File: config.mk
export PLATFORM = sky130hd
export DESIGN_NAME = temp_level_classifier
export DESIGN_NICKNAME = d
export VERILOG_FILES = /design/src/rtl/temp_level_classifier_pkg.sv /design/src/rtl/level_persist_filter.sv /design/src/rtl/temp_level_classifier.sv
export SDC_FILE = /design/constraint.sdc
export NUM_CORES = 1
export LEC_CHECK = 0
export BUFFER_PORTS_ARGS = -buffer_cell sky130_fd_sc_hd__buf_2
export CORE_MARGIN = 3
export CORE_UTILIZATION = 40
export CTS_CLUSTER_DIAMETER = 30
export DETAILED_ROUTE_END_ITERATION = 12
export PLACE_DENSITY = 0.65
export SLEW_MARGIN = 0
export SYNTH_ARGS = -nofsm -noshare
export SYNTH_HDL_FRONTEND = slang
export SYNTH_SLANG_ARGS = --single-unit
File: constraint.sdc
create_clock -name clk -period 3.95 [get_ports clk]
set_input_delay 0.1975 -clock clk [delete_from_list [all_inputs] [get_ports clk]]
set_output_delay 0.1975 -clock clk [all_outputs]
set_load 0.03 [all_outputs]
File: src/rtl/temp_level_classifier_pkg.sv
// temp_level_classifier_pkg: level encodings shared with the pump/valve FSM
package temp_level_classifier_pkg;
    typedef enum logic [1:0] {
        LVL_NORMAL = 2'b00,
        LVL_MEDIA  = 2'b01,
        LVL_ALTA   = 2'b10
    } level_t;
endpackage

File: src/rtl/level_persist_filter.sv
// level_persist_filter: commits a candidate level only after PERSIST consecutive agreeing valid samples
module level_persist_filter #(
    parameter int LVL_W   = 2,
    parameter int PERSIST = 4
) (
    input  logic             clk,
    input  logic             reset,
    input  logic [LVL_W-1:0] cand,
    input  logic             in_valid,
    input  logic [LVL_W-1:0] level,
    output logic             commit,
    output logic [LVL_W-1:0] new_level
);
    localparam int CW = $clog2(PERSIST + 1);
    logic [LVL_W-1:0] pend;
    logic [CW-1:0]    cnt;
    logic [CW-1:0]    n;
    logic             differs;
    assign differs   = cand != level;
    assign n         = (cand == pend) ? cnt + CW'(1) : CW'(1);
    assign commit    = in_valid && differs && n == CW'(PERSIST);
    assign new_level = cand;
    // track the pending candidate and its run length; idle cycles hold the run
    always_ff @(posedge clk or posedge reset) begin
        if (reset) begin
            pend <= '0;
            cnt  <= '0;
        end else if (in_valid) begin
            if (!differs) begin
                cnt <= '0;
            end else begin
                pend <= cand;
                cnt  <= (n == CW'(PERSIST)) ? '0 : n;
            end
        end
    end
endmodule

File: src/rtl/temp_level_classifier.sv
// temp_level_classifier: hysteretic, persistence-filtered temperature level classifier with sticky alarm
module temp_level_classifier
    import temp_level_classifier_pkg::*;
#(
    parameter int ADC_W   = 8,
    parameter int TH_MED  = 96,
    parameter int TH_ALTA = 192,
    parameter int HYST    = 8,
    parameter int PERSIST = 4
) (
    input  logic             clk,
    input  logic             reset,
    input  logic [ADC_W-1:0] adc_data,
    input  logic             adc_valid,
    input  logic             fault_clr,
    output logic             T_media,
    output logic             T_alta,
    output logic [1:0]       level,
    output logic             alarm_latched
);
    if (HYST > TH_MED || HYST >= TH_ALTA - TH_MED || PERSIST < 1) begin : g_bad_params
        $error("temp_level_classifier: illegal HYST/threshold/PERSIST combination");
    end
    localparam logic [ADC_W-1:0] TH_MED_R  = ADC_W'(TH_MED);
    localparam logic [ADC_W-1:0] TH_ALTA_R = ADC_W'(TH_ALTA);
    localparam logic [ADC_W-1:0] TH_MED_F  = ADC_W'(TH_MED - HYST);
    localparam logic [ADC_W-1:0] TH_ALTA_F = ADC_W'(TH_ALTA - HYST);
    level_t     cand;
    logic       commit;
    logic [1:0] new_level;
    // rising thresholds first, then the lowered falling thresholds that hold the current level
    always_comb begin
        cand = (adc_data >= TH_ALTA_R) ? LVL_ALTA :
               (level == LVL_ALTA && adc_data >= TH_ALTA_F) ? LVL_ALTA :
               (adc_data >= TH_MED_R) ? LVL_MEDIA :
               (level != LVL_NORMAL && adc_data >= TH_MED_F) ? LVL_MEDIA : LVL_NORMAL;
    end
    level_persist_filter #(
        .LVL_W   (2),
        .PERSIST (PERSIST)
    ) u_filter (
        .clk       (clk),
        .reset     (reset),
        .cand      (cand),
        .in_valid  (adc_valid),
        .level     (level),
        .commit    (commit),
        .new_level (new_level)
    );
    // level register with registered one-hot decode
    always_ff @(posedge clk or posedge reset) begin
        if (reset) begin
            level   <= LVL_NORMAL;
            T_media <= 1'b0;
            T_alta  <= 1'b0;
        end else if (commit) begin
            level   <= new_level;
            T_media <= new_level == LVL_MEDIA;
            T_alta  <= new_level == LVL_ALTA;
        end
    end
    // sticky alarm: ALTA entry sets and wins; clearing only allowed outside ALTA
    always_ff @(posedge clk or posedge reset) begin
        if (reset) begin
            alarm_latched <= 1'b0;
        end else if (commit && new_level == LVL_ALTA) begin
            alarm_latched <= 1'b1;
        end else if (fault_clr && level != LVL_ALTA) begin
            alarm_latched <= 1'b0;
        end
    end
endmodule

==> key figures, run 1 <==
CTS
  • Post-CTS setup buffers: 0
  • PostCTS Resize Cnt: 0
  • CTS Buf Count: 3
  • Cts hold-fix bufs: 1
  • Skew-Pair Late Insertion Delay: ~0.26 ns
  • CTS tree: yes
  • Root Buffer: clkbuf_4
  • H-tree depth: 1
  • CTS sink count: 10
  • Clk slew on worst S/H paths: roughly 0.060 ns
  • Clock Tree Buf Depth: 2

Power and ir drop
  • Maximum vdd ir drop: just over 0.2 mV
  • Power Total: between 0.2 and 0.3 mW
  • P_leak: about 0.38 nW
  • Pwr dens: between 300 and 400 nW/um2

Synthesis
  • #FFs+latches synth: 10
  • Syn. warnings: 0
  • Ys async rst share: 100%
  • Cells after Synth: 61
  • Mapped Area: 699 um2
  • Yosys cell types: 30
  • Number of flops mapped to enable cells by yosys: 0
  • Syn Nets: 74
  • Post-synth top flop: dfrtp_1
  • Synthesized area per cell: around 11 um2
  • Seq/Total Area, Yosys: between 30% and 40%

Drt
  • Residual DRC count: 0
  • Antenna viol nets, final: 0
  • DRT Pass-1 Iters: 4
  • Routed vias/inst: 5.52
  • Drt initial violations: 8
  • Per-cell routed wire length: 13.3 um
  • DR vias: 513
  • Final wirelength: between 1000 and 1500 um

Final layout
  • Area of the multi-input gates: 419 um2
  • Final Core Density: about half
  • FF/Latch Area: around 250 um2
  • Ant. Diodes: 0
  • # fillers: 150
  • Area grow syn2layout: 15.7%
  • Layout cells sized above 1: 39.0%
  • Layout net count: between 90 and 100

Worst setup path
  • CP arrival: roughly 2.1 ns
  • CP max-delay cell: dfrtp_1
  • CP startpoint kind: flip-flop
  • Critical path's most frequent cell: mux2_4
  • Worst EP required: about 4 ns
  • Largest stage delay on the critical path: 0.45 ns
  • Critical path type: flip-flop to flip-flop
  • Crit. End Element: flip-flop
  • Critical path, cell by cell: o211a_1 > o21a_1 > mux2_4 > o211ai_4 > mux2_4
  • Crit Path Max Fanout: 6

STA
  • Max-slew headroom: between 60 and 70%
  • Max Slew Vio Count: 0
  • Worst Clk Skew: 0.00700 ns
  • F_max: 0.507 GHz
  • Final setup TNS: 0 ns
  • Fin. Hold Viols: 0
  • Tmin final: between 1.5 and 2 ns
  • Worst Max-Slew Pin Slew: about 0.51 ns
  • Final setup fails: 0
  • Crit share post-route: about half
  • RSZ-0062 raised after global routing: false

Die
  • Row cnt: 14
  • Die X-Extent: 47.8 um
  • CORE AREA: 1580 um2
  • Die H: between 40 and 50 um
  • Initial Util: between 40% and 50%
  • Number of I/O pins: 17
  • Total die area: roughly 2300 um2

GRT
  • Initial antenna violation count: 0
  • Vias in the first global route: around 440
  • Tot GR Track Use: a little under an eighth
  • Global route overflow: 0
  • First-pass GRT wire length: around 1900 um
  • Largest net degree at the start of global routing: 11

Place
  • Routability Congestion: around 0.75
  • Dpl hpwl: roughly 960 um
  • Number of buffers added on ports: 13

Status
  • Run status: finished clean

Min path
  • Worst Hold Class: primary input to flip-flop

Flow run
  • Max cap viols: 0
## registers in the layout (all words and copies together) (netlist names)
name,cells
u_filter.cnt,3
level,2
u_filter.pend,2
T_alta,1
T_media,1
alarm_latched,1
## power breakdown
| group | internal [mW] | switching (mW) | leakage (nW) |
|---|---|---|---|
| clock | 0.0350 | 0.0316 | 0.0138 |
| combinational | 0.0318 | 0.0368 | 0.232 |
| sequential | 0.111 | 0.00879 | 0.134 |
## per-stage QoR
| stage | setup slack, ns | instances | hold slack (ns) | area [um2] |
|---|---|---|---|---|
| 6_report | 1.98 | 93 | 0.154 | 810 |
| 3_3_place_gp | 1.99 | 89 | 0.188 | 777 |
| 3_5_place_dp | 1.98 | 89 | 0.200 | 777 |
| 4_1_cts | 1.96 | 93 | 0.155 | 810 |
| 2_1_floorplan | 1.96 | 61 | 0.0377 | 699 |
| 5_1_grt | 1.87 | 93 | 0.152 | 810 |
## cell families after synthesis
group / count (synthesis) / synth area share (%)
AOI/OAI and AO/OA: 19 / 25.0
adders and majority gates: 1 / 1.79
buffers and inverters: 7 / 4.29
DFF: 10 / 35.8
muxes: 9 / 18.8
and+or+nand+nor: 15 / 14.3
## path summary, 6_finish.rpt
check	startpoint	to	slack [ns]	cells past startpoint
min reg2reg	T_alta	T_alta	0.51	1
min in group asynchronous	reset	u_filter.cnt[1]	0.45	3
min	adc_valid	u_filter.cnt[1]	0.15	2
max	level[1]	T_alta	1.98	5
max in group asynchronous	reset	T_alta	3.23	3
max reg2reg	level[1]	T_alta	1.98	5
## area by class of cell
cell class	instances	share of cell area, %
inverters	6	2.78
repair buffers	14	9.27
flip-flops and latches	10	30.9
multi-input cells	44	51.8
clock buffers	3	2.78
well taps	16	2.47
## synth_stat cells (2+ instances only)
| master | count | share of area, % |
|---|---|---|
| o211ai_1 | 2 | 2.1 |
| inv_1 | 6 | 3.2 |
| o21ai_0 | 5 | 3.6 |
| or2b_1 | 2 | 2.1 |
| mux2_2 | 3 | 4.8 |
| dfrtp_1 | 10 | 36 |
| nand2_1 | 2 | 1.1 |
| nand3b_1 | 3 | 3.2 |
| mux2_4 | 5 | 11 |
| nor2b_1 | 3 | 2.7 |
## per-layer routing
metal | track usage [%] | share of wire (%) | up-vias
met1 | 16.2 | 49 | 237
met2 | 17.9 | 46 | 11
met3 | 5.64 | 4.8 | 0
li1 | - | - | 265
met4 | 1.61 | 0 | 0
met5 | 0 | 0 | -
## placed cells by master, fill, tap and decap left out
cell	synthesis	routed
a22o_1	1	1
dlygate4sd3_1	0	1
mux2i_4	1	1
mux2_2	3	3
a21oi_4	1	1
nor4bb_1	1	1
a211oi_1	1	1
a41oi_2	1	1
o21ai_0	5	5
a21oi_1	1	1
o211ai_4	1	1
clkbuf_4	0	3
and2b_2	1	1
dfrtp_1	10	10
o21a_1	1	1
o211ai_1	2	2
nand3b_1	3	3
nand3_1	1	1
nand2_1	2	2
mux2_4	5	5
nor3_1	1	1
a311o_1	1	1
or2b_1	2	2
ha_1	1	1
o221ai_1	1	1
inv_1	6	6
nor2b_1	3	3
o211a_1	1	1
nor3b_1	1	1
buf_2	0	13
a2111oi_2	1	1
a31o_1	1	1
## worst max-delay path, delay by kind of cell (launching register included)
kind	cells	cell delay, ns
compound gates	3	0.72
mux	2	0.67
flops	1	0.45
Power figures use the tool's default switching activity.
==> run 2: changes to the inputs <==
Settings changed: ABC_AREA set to 1, PLACE_DENSITY 0.65 to 0.66.
Clock period 3.95 ns to 2 ns, I/O delays scaled along.
==> run 2 against run 1 <==
Net effect: synthesized area is 12% lower; global-route usage rose by 2.5 points; sequential share of layout area grew 3.2 points; design area down 9.4%; worst setup slack worse by 1.7 ns; clock power increased by 89%; clock skew is 0.0045 ns lower; routed wire length fell by 9.1%; core utilization is 2.3 points higher; first-iteration DRC count rose by 13%; critical path depth increased by 7; synthesized cell count increased by 30%; highest routed layer is now met4.
==> key figures, run 2 <==
Place
  • Number of buffers added on ports: 13 (unchanged)
  • Post-placement cell count: 107 (+20%)
  • Dpl hpwl: 919 um (-4.0%)
  • Routability Congestion: 0.670 (-11%)

Final layout
  • Final Core Density: 53.7% (+2.3 points)
  • Regs by FF count: u_filter.cnt: 3 flops, level: 2 flops, u_filter.pend: 2 flops
  • Area grow syn2layout: 18.9%
  • Commonest cells after routing, fill and taps aside: nand2_1, inv_1, buf_2
  • Layout cells sized above 1: 31.3% (-7.7 points)
  • Ant. Diodes: 0 (unchanged)
  • Post-route non-filler standard cell count: 111 (+19%)
  • Layout net count: 111 (+21%)
  • Largest register by flop count: u_filter.cnt
  • Most common cell after layout, fill and taps aside: nand2_1
  • Max reg flops: 3 (unchanged)

Power and ir drop
  • Maximum vdd ir drop: 0.375 mV (+84%)
  • Switching Share: 29.7% (-0.55 points)
  • Clock share of power: 27.1% (+1.0 points)
  • Sw Pwr: 0.137 mW (+78%)
  • Sequential Power Share: 49.0% (+1.9 points)
  • P_leak: 0.435 nW (+14%)
  • Pwr dens: 631 nW/um2 (+100%)
  • Combinational share of power: 23.8% (-3.1 points)
  • Int Power: 0.325 mW (+82%)

Status
  • Run status: finished clean

GRT
  • Vias in the first global route: 523 (+20%)
  • Initial antenna violation count: 0 (unchanged)
  • First-pass GRT wire length: 2120 um (+11%)
  • Tot GR Track Use: 14.5% (+2.5 points)
  • Global route overflow: 0 (unchanged)
  • Largest net degree at the start of global routing: 11 (unchanged)

CTS
  • Skew-Pair Late Insertion Delay: 0.25 ns (about the same)
  • Clk slew on worst S/H paths: 0.06 ns (about the same)
  • H-tree depth: 1 (unchanged)
  • CTS sink count: 10 (unchanged)
  • Root Buffer: clkbuf_4
  • Cts hold-fix bufs: 1 (unchanged)
  • CTS Buf Count: 3 (unchanged)
  • PostCTS Resize Cnt: 0 (unchanged)
  • CTS tree: yes
  • Clock Tree Buf Depth: 2 (unchanged)
  • Post-CTS setup buffers: 0 (unchanged)

Synthesis
  • Yosys cell types: 16 (-47%)
  • Syn Nets: 92 (+24%)
  • Synth Area in Compound Gates: 5.48% (-20 points)
  • Ys async rst share: 100% (unchanged)
  • Commonest cells in the netlist: nand2_1, inv_1, dfrtp_1, nand2_2, nand3_1
  • Synth top area share: 40.6% (+4.8 points)
  • Synthesized area per cell: 7.81 um2 (-32%)
  • Main combinational cell family by area after synthesis: simple AND/OR/NAND/NOR gates
  • Seq/Total Area, Yosys: 40.6% (+4.8 points)
  • Mux cell area share after synthesis: 0% (-19 points)
  • #FFs+latches synth: 10 (unchanged)
  • XOR/XNOR Fraction of Synth Area: 1.42% (+1.4 points)
  • Synth top area cells: dfrtp_1, nand2_1, inv_1
  • Number of flops mapped to enable cells by yosys: 0 (unchanged)
  • Adder-cell share of the synthesized area: 2.03% (+0.24 points)
  • Simple-Gate Fraction of Synth Area: 42.0% (+28 points)
  • Cells after Synth: 79 (+30%)
  • Top-count cell post-synth: nand2_1
  • Syn. warnings: 0 (unchanged)
  • Mapped Area: 617 um2 (-12%)
  • Post-synth top flop: dfrtp_1
  • Post-synth top area cell: dfrtp_1

STA
  • Max-slew headroom: 75.7% (+9.7 points)
  • Final setup TNS: 0 ns (unchanged)
  • Worst hold margin: 0.105 ns (-0.0486 ns)
  • Max Slew Vio Count: 0 (unchanged)
  • RSZ-0062 raised after global routing: false
  • Fin. Hold Viols: 0 (unchanged)
  • Crit share post-route: 83.8% (+34 points)
  • Worst Max-Slew Pin Slew: 0.364 ns (-0.145 ns)
  • Final setup fails: 0 (unchanged)
  • Tmin final: 1.68 ns (-0.299 ns)
  • Worst Clk Skew: 0.00253 ns (-0.00447 ns)
  • F_max: 0.597 GHz (+18%)

Worst setup path
  • Largest stage delay on the critical path: 0.42 ns (-0.03 ns)
  • Worst EP required: 2.14 ns (-1.95 ns)
  • Critical path, cell by cell: inv_1 > nor2_1 > nand3_1 > nand2_2 > nand2_4 > nand2_2 > nand2_2 > nand4_1 > nor2_4 > nand2_2 > nand2_1 > nand2_1
  • Reg2Reg Setup Slack: 0.32 ns (-1.65 ns)
  • CP startpoint kind: flip-flop
  • CP max-delay cell: dfrtp_1
  • Critical path type: flip-flop to flip-flop
  • FF-to-FF End: T_alta
  • R2R cell count: 12 (+7)
  • Crit Path Max Fanout: 7 (+1)
  • CP arrival: 1.82 ns (-0.29 ns)
  • Crit. End Element: flip-flop
  • RR Startpoint: level[1]
  • Critical path buffers and inverters: 1 (+1)
  • Crit path max-delay family: simple AND/OR/NAND/NOR gates
  • Critical path's most frequent cell: nand2_2

Min path
  • Hold Path Depth: 2 (unchanged)
  • Hold path endpoint: u_filter.cnt[0]
  • Worst Hold Class: primary input to flip-flop
  • Worst Hold Launch: adc_valid

Die
  • Initial Util: 45.1% (+0.78 points)
  • Row cnt: 13 (-1)
  • Total die area: 2050 um2 (-10%)
  • CORE AREA: 1370 um2 (-13%)
  • Number of I/O pins: 17 (unchanged)
  • Die X-Extent: 45.3 um (-5.3%)
  • Die H: 45.3 um (-5.3%)

Drt
  • Drt initial violations: 9 (+1)
  • Routed vias/inst: 4.75 (-14%)
  • Antenna viol nets, final: 0 (unchanged)
  • DRT Pass-1 Iters: 4 (unchanged)
  • Residual DRC count: 0 (unchanged)
  • DR vias: 527 (+2.7%)
  • Final wirelength: 1120 um (-9.1%)
  • Per-cell routed wire length: 10.1 um (-24%)

Flow run
  • Max cap viols: 0 (unchanged)
[run 2: cell count changes in the layout (fill, tap and decap cells not counted), sizes merged, moves of 2 or more]
cell and change:
nand3 +7, nand3b -3, nor2b -3, o211ai -3, nor2 +4, a21oi -2
inv +8, nand2 +30, or2b -2, mux2 -8, nand4 +2
[run 2: worst reg2reg max path, cell delays in order (launching register included)]
cell and delay, ns:
dfrtp_1 0.42, inv_1 0.11, nor2_1 0.05, nand3_1 0.09, nand2_2 0.08, nand2_4 0.11, nand2_2 0.09, nand2_2 0.09
nand4_1 0.15, nor2_4 0.19, nand2_2 0.09, nand2_1 0.07, nand2_1 0.05
[run 2: metrics by stage]
step | cell area [um2] | setup slack, ns | total power [mW]
2_1_floorplan | 617 | 0.324 | 0.313
3_3_place_gp | 701 | 0.348 | 0.337
3_5_place_dp | 701 | 0.326 | 0.340
4_1_cts | 733 | 0.309 | 0.472
5_1_grt | 733 | 0.128 | 0.497
6_report | 733 | 0.324 | 0.463
[run 2: power by group through the flow]
| stage | clock network (mW) | logic, mW | registers (mW) |
|---|---|---|---|
| after floorplan | 0 | 0.0800 | 0.233 |
| after global placement | 0 | 0.107 | 0.230 |
| after detailed placement | 0 | 0.110 | 0.231 |
| after CTS | 0.133 | 0.111 | 0.227 |
| after global routing | 0.143 | 0.125 | 0.229 |
| final | 0.126 | 0.110 | 0.227 |
[run 2: routing by layer]
metal  GRT usage, %  share of wire (%)  vias to the layer above
met4           8.77                1.6                        0
met1           19.1                 49                      235
met2           22.0                 47                        7
met5              0                  0                        -
li1               -                  -                      283
met3           2.39                2.6                        2
[run 2: area by class of cell]
cell class	count	area, um2
clock buffer	3	22.5
inverter	14	52.6
multi-input combinational	55	314
sequential	10	250
timing repair buffer	14	75.1
fill	135	633
tap	15	18.8
[run 2: how the worst max path moves through the flow]
stage             start        to  slack [ns]  depth (start not counted)
2_1_floorplan  level[1]  level[0]        0.32                         11
3_3_place_gp   level[1]  level[0]        0.35                         12
3_5_place_dp   level[1]    T_alta        0.33                         12
4_1_cts        level[1]    T_alta        0.31                         12
5_1_grt        level[1]    T_alta        0.13                         12
6_report       level[1]    T_alta        0.32                         12
[run 2: cell families after synthesis]
group | after synthesis
AO/OA/AOI/OAI | 6
XOR/XNOR | 1
adder cells (fa/ha/maj) | 1
buffers and inverters | 14
flip-flops | 10
AND/OR/NAND/NOR | 47
